## src/rtl/riscv_hpc_roi.sv

```systemverilog
// Retire-driven performance counter with a PC-delimited region-of-interest window.
// Optional taken-branch counter enabled by defining HPC_ROI_BRANCH_CNT_EN.
module riscv_hpc_roi #(
    parameter int unsigned CNT_W = 32
) (
    input  logic             clk_i,
    input  logic             rst_x,
    input  logic             rst_cpu_i,
    input  logic             cfg_en_i,
    input  logic [31:0]      cfg_start_pc_i,
    input  logic [31:0]      cfg_end_pc_i,
    input  logic             retire_valid_i,
    input  logic [31:0]      retire_pc_i,
    input  logic             retire_br_taken_i,
    output logic [31:0]      req_pc_o,
    output logic [31:0]      HPC_req_retired_o,
    output logic [CNT_W-1:0] roi_inst_cnt_o,
    output logic [CNT_W-1:0] roi_cycle_cnt_o,
    output logic [CNT_W-1:0] roi_br_cnt_o,
    output logic [1:0]       roi_state_o,
    output logic             roi_done_o
);

    typedef enum logic [1:0] {
        StIdle  = 2'd0,
        StArmed = 2'd1,
        StRun   = 2'd2,
        StDone  = 2'd3
    } roi_state_e;

    localparam logic [CNT_W-1:0] CntMax = '1;
    localparam logic [CNT_W-1:0] CntOne = CNT_W'(1);

    roi_state_e       r_state;
    logic [31:0]      r_pc;
    logic [31:0]      r_retired;
    logic [CNT_W-1:0] r_inst;
    logic [CNT_W-1:0] r_cyc;
    logic             r_done;

    logic             w_hit_start;
    logic             w_hit_end;
    logic [CNT_W-1:0] w_inst_inc;
    logic [CNT_W-1:0] w_cyc_inc;

    assign w_hit_start = retire_valid_i && (retire_pc_i == cfg_start_pc_i);
    assign w_hit_end   = retire_valid_i && (retire_pc_i == cfg_end_pc_i);

    // Saturating increments: ROI counters stick at all-ones instead of wrapping.
    assign w_inst_inc = (r_inst == CntMax) ? r_inst : r_inst + CntOne;
    assign w_cyc_inc  = (r_cyc == CntMax) ? r_cyc : r_cyc + CntOne;

`ifdef HPC_ROI_BRANCH_CNT_EN
    logic [CNT_W-1:0] r_br;
    logic [CNT_W-1:0] w_br_next;
    logic [CNT_W-1:0] w_br_first;

    assign w_br_next  = (retire_br_taken_i && (r_br != CntMax)) ? r_br + CntOne : r_br;
    assign w_br_first = retire_br_taken_i ? CntOne : '0;
    assign roi_br_cnt_o = r_br;
`else
    logic w_unused_br;

    assign w_unused_br  = retire_br_taken_i;
    assign roi_br_cnt_o = '0;
`endif

    always_ff @(posedge clk_i or negedge rst_x) begin
        if (!rst_x) begin
            r_state   <= StIdle;
            r_pc      <= '0;
            r_retired <= '0;
            r_inst    <= '0;
            r_cyc     <= '0;
            r_done    <= 1'b0;
`ifdef HPC_ROI_BRANCH_CNT_EN
            r_br      <= '0;
`endif
        end else if (rst_cpu_i) begin
            r_state   <= StIdle;
            r_pc      <= '0;
            r_retired <= '0;
            r_inst    <= '0;
            r_cyc     <= '0;
            r_done    <= 1'b0;
`ifdef HPC_ROI_BRANCH_CNT_EN
            r_br      <= '0;
`endif
        end else begin
            r_done <= 1'b0;
            // Retire tracking is independent of the ROI window.
            if (retire_valid_i) begin
                r_pc      <= retire_pc_i;
                r_retired <= r_retired + 32'd1;
            end
            if (!cfg_en_i) begin
                r_state <= StIdle;
            end else begin
                unique case (r_state)
                    StIdle: begin
                        r_state <= StArmed;
                        r_inst  <= '0;
                        r_cyc   <= '0;
`ifdef HPC_ROI_BRANCH_CNT_EN
                        r_br    <= '0;
`endif
                    end
                    StArmed: begin
                        if (w_hit_start) begin
                            r_inst <= CntOne;
                            r_cyc  <= CntOne;
`ifdef HPC_ROI_BRANCH_CNT_EN
                            r_br   <= w_br_first;
`endif
                            if (w_hit_end) begin
                                r_state <= StDone;
                                r_done  <= 1'b1;
                            end else begin
                                r_state <= StRun;
                            end
                        end
                    end
                    StRun: begin
                        r_cyc <= w_cyc_inc;
                        if (retire_valid_i) begin
                            r_inst <= w_inst_inc;
`ifdef HPC_ROI_BRANCH_CNT_EN
                            r_br   <= w_br_next;
`endif
                        end
                        if (w_hit_end) begin
                            r_state <= StDone;
                            r_done  <= 1'b1;
                        end
                    end
                    StDone: begin
                        r_state <= StDone;
                    end
                    default: begin
                        r_state <= StIdle;
                    end
                endcase
            end
        end
    end

    assign req_pc_o          = r_pc;
    assign HPC_req_retired_o = r_retired;
    assign roi_inst_cnt_o    = r_inst;
    assign roi_cycle_cnt_o   = r_cyc;
    assign roi_state_o       = r_state;
    assign roi_done_o        = r_done;

endmodule
```

## config.mk

```make
export PLATFORM = sky130hd
export DESIGN_NAME = riscv_hpc_roi
export DESIGN_NICKNAME = d
export VERILOG_FILES = /design/src/rtl/riscv_hpc_roi.sv
export SDC_FILE = /design/constraint.sdc
export NUM_CORES = 1
export LEC_CHECK = 0
export ABC_CLOCK_PERIOD_IN_PS = 7100
export CAP_MARGIN = 10
export CORE_MARGIN = 2
export CORE_UTILIZATION = 50
export DETAILED_ROUTE_END_ITERATION = 8
export GPL_TIMING_DRIVEN = 0
export PLACE_DENSITY = 0.95
export SYNTH_ARGS = -nofsm -noshare
export SYNTH_HDL_FRONTEND = slang
export SYNTH_SLANG_ARGS = --single-unit
```

## constraint.sdc

```tcl
create_clock -name clk_i -period 7.1 [get_ports clk_i]
set_clock_uncertainty 0.2 [all_clocks]
set_input_delay 1.42 -clock clk_i [delete_from_list [all_inputs] [get_ports clk_i]]
set_output_delay 1.42 -clock clk_i [all_outputs]
set_load 0.02 [all_outputs]
```

# == Word level (Yosys, flattened, before mapping) ==
# Index checks and enable logic that the tools add are counted.
# totals
regBits,131
latch_bits,0
ramBits,0
rom_bits,0
in_bits,102
out_inout_bits,163
wordCells,56
mem_count,0
# classes
add_sub_neg,3
mul,0
n_div,0
magnitude_cmp,0
eq_ne,13
n_shift,0
mux,25
bitwise_logic,0
reduce_logical,9
# op_table
operator,n
32-bit 2-to-1 mux,12
32-bit case mux with 3 select lines,2
"32-bit by 1-bit adder with 32-bit output, second input constant",3
32-bit equality test,2
"32-bit equality test, second input constant",2
"3-bit != test, second input constant",4
2-bit 2-to-1 mux,4
"4-bit != test, second input constant",2
2-bit case mux with 4 select lines,1
1-bit 2-to-1 mux,5
5-bit AND reduction,1
"2-bit equality test, second input constant",2
4-bit AND reduction,1
2-bit nonzero test,2
4-bit nonzero test,1
"2-bit by 1-bit equality test with 1-bit output, second input constant",1
1-bit logical AND,2
2-bit zero test,1
1-bit case mux with 2 select lines,1
2-bit AND reduction,1

# == Longest topological paths before layout ==
# logic_depth
ltp_word,7
mapped_depth,10
mapped_depth_nobuf,8

# == Worst setup path before layout ==
# No wires, ideal clock.
# synth_path
path_type,in2reg
startpoint,input retire_pc_i[31]
endpoint,"register r_cyc[26], in the netlist roi_cycle_cnt_o[26]"
setup_time_ns,0.124
arrival_ns,3.452
required_time_ns,6.776
setup_slack_ns,3.324
path_stages,9
path_buffers,2
path_cell_list,xor2_1 -> nor4_1 -> nand4_1 -> o41a_1 -> o21a_1 -> buf_6 -> or2_1 -> buf_6 -> a211o_1
# synth_via
elab_chain_len,4
# synth_rtl
element,line_no,source
start: declaration,13,"input logic [31:0] retire_pc_i,"
32-bit equality test,46,assign w_hit_start = retire_valid_i && (retire_pc_i == cfg_start_pc_i);
1-bit logical AND,46,
3-bit != test (no line),n/a,
4-bit AND reduction (no line),n/a,
end signal: assignment,111,r_cyc <= CntOne;
end signal: assignment,124,r_cyc <= w_cyc_inc;
end: declaration,38,logic [CNT_W-1:0] r_cyc;
# No other way between the ends.
# A chain may end at the register's enable or synchronous reset.

# == Final worst setup path ==
# layout_path
startpoint,input retire_pc_i[11]
endpoint,"register r_inst[22], in the netlist roi_inst_cnt_o[22]"
# layout_via
elab_chain_len,4
# layout_rtl
element,line_no,source
32-bit equality test,46,
1-bit logical AND,46,
3-bit != test (no line),n/a,
5-bit AND reduction (no line),n/a,
end signal: assignment,110,r_inst <= CntOne;
end signal: assignment,126,r_inst <= w_inst_inc;
end: declaration,37,logic [CNT_W-1:0] r_inst;
# No other way between the ends.

==> impl_summary.txt <==
----------------------------------------------------
[Status]
  Result of the run ... complete, no violations

[Power and ir drop]
  Lkg Pwr ... 0.00469 uW
  IR drop worst, VDD ... 157 uV
  Power per standard cell area ... 181 mW/mm^2

[Yosys]
  Syn. warnings ... 0
  Ranking of synthesized cells by instance count ... dfrtp_1, nor2_1, o21ai_0, nand2_1, xor2_1
  Synthesized cell area ... 0.00754 mm^2
  Most numerous cell in the Yosys netlist ... dfrtp_1
  Fraction of the yosys area taken by sequential cells ... 43.5%
  Ys async rst share ... 100%
  Post-synthesis instance total ... 834
  Number of distinct library cells after synthesis ... 51
  Area share of the largest cell type after synthesis ... 43.5%
  Cell taking the most area after synthesis ... dfrtp_1
  Most used flip-flop cell after synthesis ... dfrtp_1
  Cell types with the largest area share after synthesis ... dfrtp_1, xor2_1, nor2_1, xnor2_1, mux2i_1
  EDFF count, synth ... 0
  Synthesized flop and latch total ... 131
  Syn_area_per_cell ... 9.04 um^2

[Critical path]
  End of the worst register-to-register path ... roi_cycle_cnt_o[25]
  RR Startpoint ... roi_cycle_cnt_o[0]
  R2r worst-path depth ... 10
  Crit start category ... primary input
  Req. time, crit path ... 7.23 ns
  Nature of the critical path endpoint ... flop
  Reg2Reg Setup Slack ... 3.61 ns
  Critical Setup Path Class ... in2reg
  Crit path max fanout ... 10
  Data arrival time at the worst-slack endpoint ... 4.71 ns
  First element of the critical path ... retire_pc_i[11]

[GRT]
  Global router's overall resource usage ... 31.5%
  Final global-route overflow total ... 0
  Global-route wire length before repair ... 39700 um
  Number of global-route vias before repair ... 7432
  Pin count of the biggest net entering global routing ... 79
  Initial antenna violation count ... 1

[Timing]
  Worst-margin pin slew ... 1.10 ns
  Period minus WS final ... 4.58 ns
  Hold Violations, Final ... 0
  Max-slew violation count ... 0
  Share of the clock period used by the worst path ... 64.5%
  Worst relative slew slack ... 25.9%
  Worst hold margin ... 0.322 ns
  Max Freq ... 218 MHz
  Final setup violation count ... 0
  Unrepaired setup endpoints after global routing ... false
  Total negative slack for setup checks ... 0 ns

[Placement]
  Sum of net half-perimeters after detailed placement ... 18700 um
  Count of input and output buffers ... 230
  Post-DP Area ... 0.0102 mm^2
  Number of cells in the design after placement ... 1280
  Routability-driven placement congestion ratio ... 0.914

[Detailed routing]
  DRC Markers ... 0
  Number of design-rule violations left by the first detailed-router iteration ... 899
  Final routed wirelength across all metal layers ... 25700 um
  Antenna-violating nets left ... 0
  Number of vias per cell after detailed routing ... 5.91
  Number of vias in the routed layout ... 7763
  Number of search-and-repair iterations in the first detailed-routing pass ... 8
  Routed length per instance ... 19.6 um

[Clock tree]
  Root Driver ... clkbuf_16
  Buffer depth of the longest clock path ... 2
  CTS H-tree lvls ... 4
  Clock network latency to the later pin of the worst-skew pair ... 0.42 ns
  Number of gates resized after cts ... 0
  Clock buffers created by TritonCTS ... 17
  Number of buffers inserted for hold repair after clock tree synthesis ... 0
  CTS tree ... yes
  Post-CTS Setup Bufs ... 0
  TritonCTS sink count ... 131
  Clock edge transition at the registers on the reported setup and hold paths ... 0.06 ns

[Hold path]
  Hold path cells ... 1
  Hold Path End ... roi_inst_cnt_o[31]
  Classification of the worst-slack hold path ... reg2reg
  Hold path startpoint ... roi_inst_cnt_o[31]

[Finish]
  Final instance count without filler cells ... 1314
  Final net count ... 1224
  Synth-to-Final Area Change ... 43.5%
  Post-route standard cell area excluding fillers ... 0.0108 mm^2
  Layout cells sized above 1 ... 6.47%
  Post-layout utilization of the core ... 73.9%

[Floorplan]
  Site row count ... 44
  Core footprint ... 0.0146 mm^2
  Starting Density ... 51.5%
  Chip height ... 127 um
  Total Die Area ... 0.0161 mm^2
  Count of boundary I/O pins ... 265
  Die W ... 127 um

[Job]
  Number of max-cap violations ... 0

----------------------------------------------------
==> worst max-delay path by stage <==
| stage | end | slack [ns] |
|---|---|---|
| final | roi_inst_cnt_o[22] | 2.52 |
| after global placement | HPC_req_retired_o[24] | -0.81 |
| after CTS | roi_inst_cnt_o[22] | 2.65 |
| after global routing | roi_inst_cnt_o[29] | 2.42 |
| after floorplan | roi_cycle_cnt_o[26] | 3.32 |
| after detailed placement | roi_inst_cnt_o[22] | 2.20 |
==> per-stage QoR <==
stage | power, uW | setup WS [ns]
after floorplan | 919 | 3.32
after global placement | 1060 | -0.815
after detailed placement | 1070 | 2.20
after CTS | 1960 | 2.65
after global routing | 2020 | 2.42
final | 1950 | 2.52
==> kinds of logic after synthesis <==
| family | share of synthesized area [%] |
|---|---|
| buffers and inverters | 6.06 |
| other | 0.0498 |
| multiplexers | 4.38 |
| XOR/XNOR | 10.5 |
| AND/OR/NAND/NOR | 20.7 |
| AO/OA/AOI/OAI | 13.7 |
| flip-flops | 43.5 |
| adder cells (fa/ha/maj) | 1.16 |
==> report_power, final <==
part / switching [uW] / leakage, uW / internal (uW)
registers: 12.2 / 0.00180 / 761
logic: 157 / 0.00260 / 132
clock network: 324 / 0.000287 / 569
==> area by class of cell <==
| type | instances | area, um^2 |
|---|---|---|
| Clock inverter | 9 | 129 |
| Timing Repair Buffer | 231 | 2330 |
| Antenna cell | 2 | 5.00 |
| Tap cell | 184 | 230 |
| Buffer | 66 | 389 |
| Inverter | 18 | 67.6 |
| Fill cell | 975 | 3830 |
| Clock buffer | 23 | 468 |
| Sequential cell | 131 | 3280 |
| Multi-Input combinational cell | 650 | 3920 |
==> registers in the layout, indices dropped and copies added (netlist names) <==
register and flops:
req_pc_o 32, roi_state_o 2, roi_inst_cnt_o 32, roi_cycle_cnt_o 32, HPC_req_retired_o 32, roi_done_o 1
==> layer usage <==
layer,share of wire [%],vias up,GRT usage (%),routed length [um]
met5,0,-,0,0
li1,-,3491,-,-
met3,9.4,71,7.59,2410
met2,50,486,54.4,12800
met1,37,3715,37.4,9510
met4,4.0,0,14.4,1020
==> cell usage in the layout (no fill, tap or decap), types with 4 or more instances in the layout <==
| cell | n |
|---|---|
| nor3_1 | 13 |
| o21ai_0 | 58 |
| conb_1 | 32 |
| a21o_1 | 7 |
| nand2_1 | 55 |
| o31ai_1 | 17 |
| a21oi_1 | 32 |
| ha_1 | 7 |
| nand4_1 | 31 |
| inv_1 | 18 |
| or3_1 | 7 |
| o41ai_1 | 4 |
| and3_1 | 32 |
| o21a_1 | 5 |
| xor2_1 | 46 |
| a31oi_1 | 22 |
| nand3_1 | 42 |
| nor4_1 | 16 |
| clkdlybuf4s50_1 | 229 |
| buf_4 | 32 |
| xnor2_1 | 44 |
| and2_1 | 5 |
| mux2i_1 | 33 |
| clkbuf_16 | 17 |
| nor2_1 | 107 |
| clkbuf_1 | 30 |
| dfrtp_1 | 131 |
| buf_2 | 5 |
==> worst max-delay path: stages <==
cell and delay [ns]:
clkdlybuf4s50_1 0.50, xor2_1 0.22, nor4_1 0.40, nand4_1 0.19, o41a_1 0.60, nor3_2 0.63
buf_2 0.39, nand4_1 0.16, o21ai_0 0.19
Note: power is estimated with default switching activity, not from simulation.
==> variant (config.mk and constraints unchanged) <==
The parameter `CNT_W` goes from 32 to 64.
--- a/src/rtl/riscv_hpc_roi.sv
+++ b/src/rtl/riscv_hpc_roi.sv
@@ -2,5 +2,5 @@
 // Optional taken-branch counter enabled by defining HPC_ROI_BRANCH_CNT_EN.
 module riscv_hpc_roi #(
-    parameter int unsigned CNT_W = 32
+    parameter int unsigned CNT_W = 64
 ) (
     input  logic             clk_i,
Interface: changed (resized roi_br_cnt_o, roi_cycle_cnt_o and roi_inst_cnt_o); port bits go from 265 to 361. No check against the original RTL was run, so the function may have changed too.
==> variant against the unedited design <==
Final area up 47%. Cell count up 56%. Sequential cell count up 64. Routed wire length up 65%. Synthesized area up 55%. Total power up 28%. Count of clock-buffer cells in the layout down 5. Setup slack worse by 1000 ps.
==> variant: results (changes against the unedited design) <==
Seq/Total Area, Yosys 41.7% (-1.8 points); main flop type after synthesis dfrtp_1; GRT Resource Usage Total 34.1% (+2.6 points); worst stage delay on the critical path 800 ps (+170 ps); layout cells sized above 1 6.81% (+0.34 points); drt first pass iters 5 (-3); Synth top cells by count dfrtp_1, nor2_1, nand2_1; mean routed wirelength per cell 20.7 um (+5.9%); # Post-CTS Setup Buffers 0 (unchanged); Root Driver clkbuf_16; slew margin rel. 35.9% (+10 points); Warnings, synthesis 0 (unchanged); final net count 1828 (+49%); post-CTS sizing 0 (unchanged); Synth top area share 41.7% (-1.8 points); CP top delay family buffers and inverters; layout filler cell count 1744 (+79%); WP data arrival 5730 ps (+1020 ps); synth unique cells 54 (+5.9%); static leakage 0.00681 uW (+45%); post-synthesis cell count 1340 (+61%); Hold/Removal Path Class reg2reg; largest net degree at the start of global routing 109 (+38%); Peak VDD IR 160 uV (+2.1%); port bufs 295 (+28%); Area after DPL 0.0153 mm2 (+50%); fin cells 2051 (+56%); status complete, no violations; top cells by area, synth dfrtp_1, o31ai_1, nor2_1, buf_4, o21ai_0; Detailed Place HPWL 31200 um (+66%); initial antenna violation count 5 (+4); Max clock buf depth 2 (unchanged); vias in the first global route 12.1k (+63%); first-pass GRT wire length 65500 um (+65%); Slowest-stage cell, CP nor4_1; met3 routed WL 4150 um (+72%); routed vias 12.7k (+64%); placed insts 2012 (+57%); Post-Route M1 WL 15600 um (+64%); Worst-path clk slew 80 ps (+20 ps); met2 WL 20400 um (+60%); later-pin clock latency in the skew report 440 ps (+20 ps); routability cong. 0.982 (+7.4%); Iter 0 DRT Violations 1378 (+53%)
variant: changes by cell type after synthesis, sizes merged, moves of 24 or more:
cell | unedited run | this run
nand2 | 55 | 101
nand4 | 31 | 68
o31ai | 17 | 77
nand3 | 42 | 67
o21ai | 58 | 92
a31oi | 22 | 55
nor2 | 107 | 131
buf | 40 | 76
clkbuf | 26 | 60
dfrtp | 131 | 195
variant: cell families after synthesis:
family / count (synthesis) / synth area share [%]
AOI/OAI and AO/OA: 339 / 18.5
and+or+nand+nor: 520 / 22.4
other: 1 / 0.0321
buffers and inverters: 157 / 7.18
muxes: 33 / 2.83
xor gates and xnor gates: 88 / 6.59
DFF: 195 / 41.7
adders and majority gates: 7 / 0.749
variant: worst paths after layout:
check                                        start              endpoint  slack [ps]  cells after the start
worst max-delay path               retire_pc_i[24]    roi_inst_cnt_o[15]        1520                     10
worst min-delay path            roi_inst_cnt_o[52]    roi_inst_cnt_o[52]         320                      1
worst max register to register  roi_inst_cnt_o[12]     roi_inst_cnt_o[6]        2820                      9
worst min register to register  roi_inst_cnt_o[52]    roi_inst_cnt_o[52]         320                      1
max in group asynchronous                    rst_x  HPC_req_retired_o[0]        4910                      2
min in group asynchronous                    rst_x    roi_cycle_cnt_o[9]         760                      1
variant: metal layers:
layer	vias to the layer above	GRT usage [%]
li1	5603	-
met2	914	55.1
met3	174	6.77
met4	0	20.8
met5	-	0
met1	6055	42.1
variant: worst register-to-register path, cell delays in order, from the launching register on:
cell	delay (ps)
dfrtp_1	460
nand4_1	240
nor4_1	880
nand3_1	300
nor4_2	820
nor4_1	190
clkbuf_1	380
clkbuf_1	390
a21oi_1	240
nor2_1	70
variant: power by group:
part / internal (uW) / switching, uW / leakage, uW
Combinational: 147 / 213 / 0.00382
Clock: 514 / 495 / 0.000288
Sequential: 1120 / 11.4 / 0.00270
variant: final cells by class:
cell class	count	share of cell area [%]
antenna	6	0.0943
buffer	136	4.78
clock buffer	18	2.76
clock inverter	14	1.05
inverter	21	0.495
multi-input combinational	1051	39.0
sequential	195	30.6
tap	313	2.46
timing repair buffer	297	18.8
variant: stage by stage:
| step | setup slack (ps) | utilization [%] |
|---|---|---|
| floorplan | 3410 | - |
| CTS | 1590 | 69.8 |
| global placement | -3940 | 67.0 |
| finish | 1520 | 69.9 |
| global route | 1310 | 69.9 |
| detailed placement | 1140 | 67.2 |
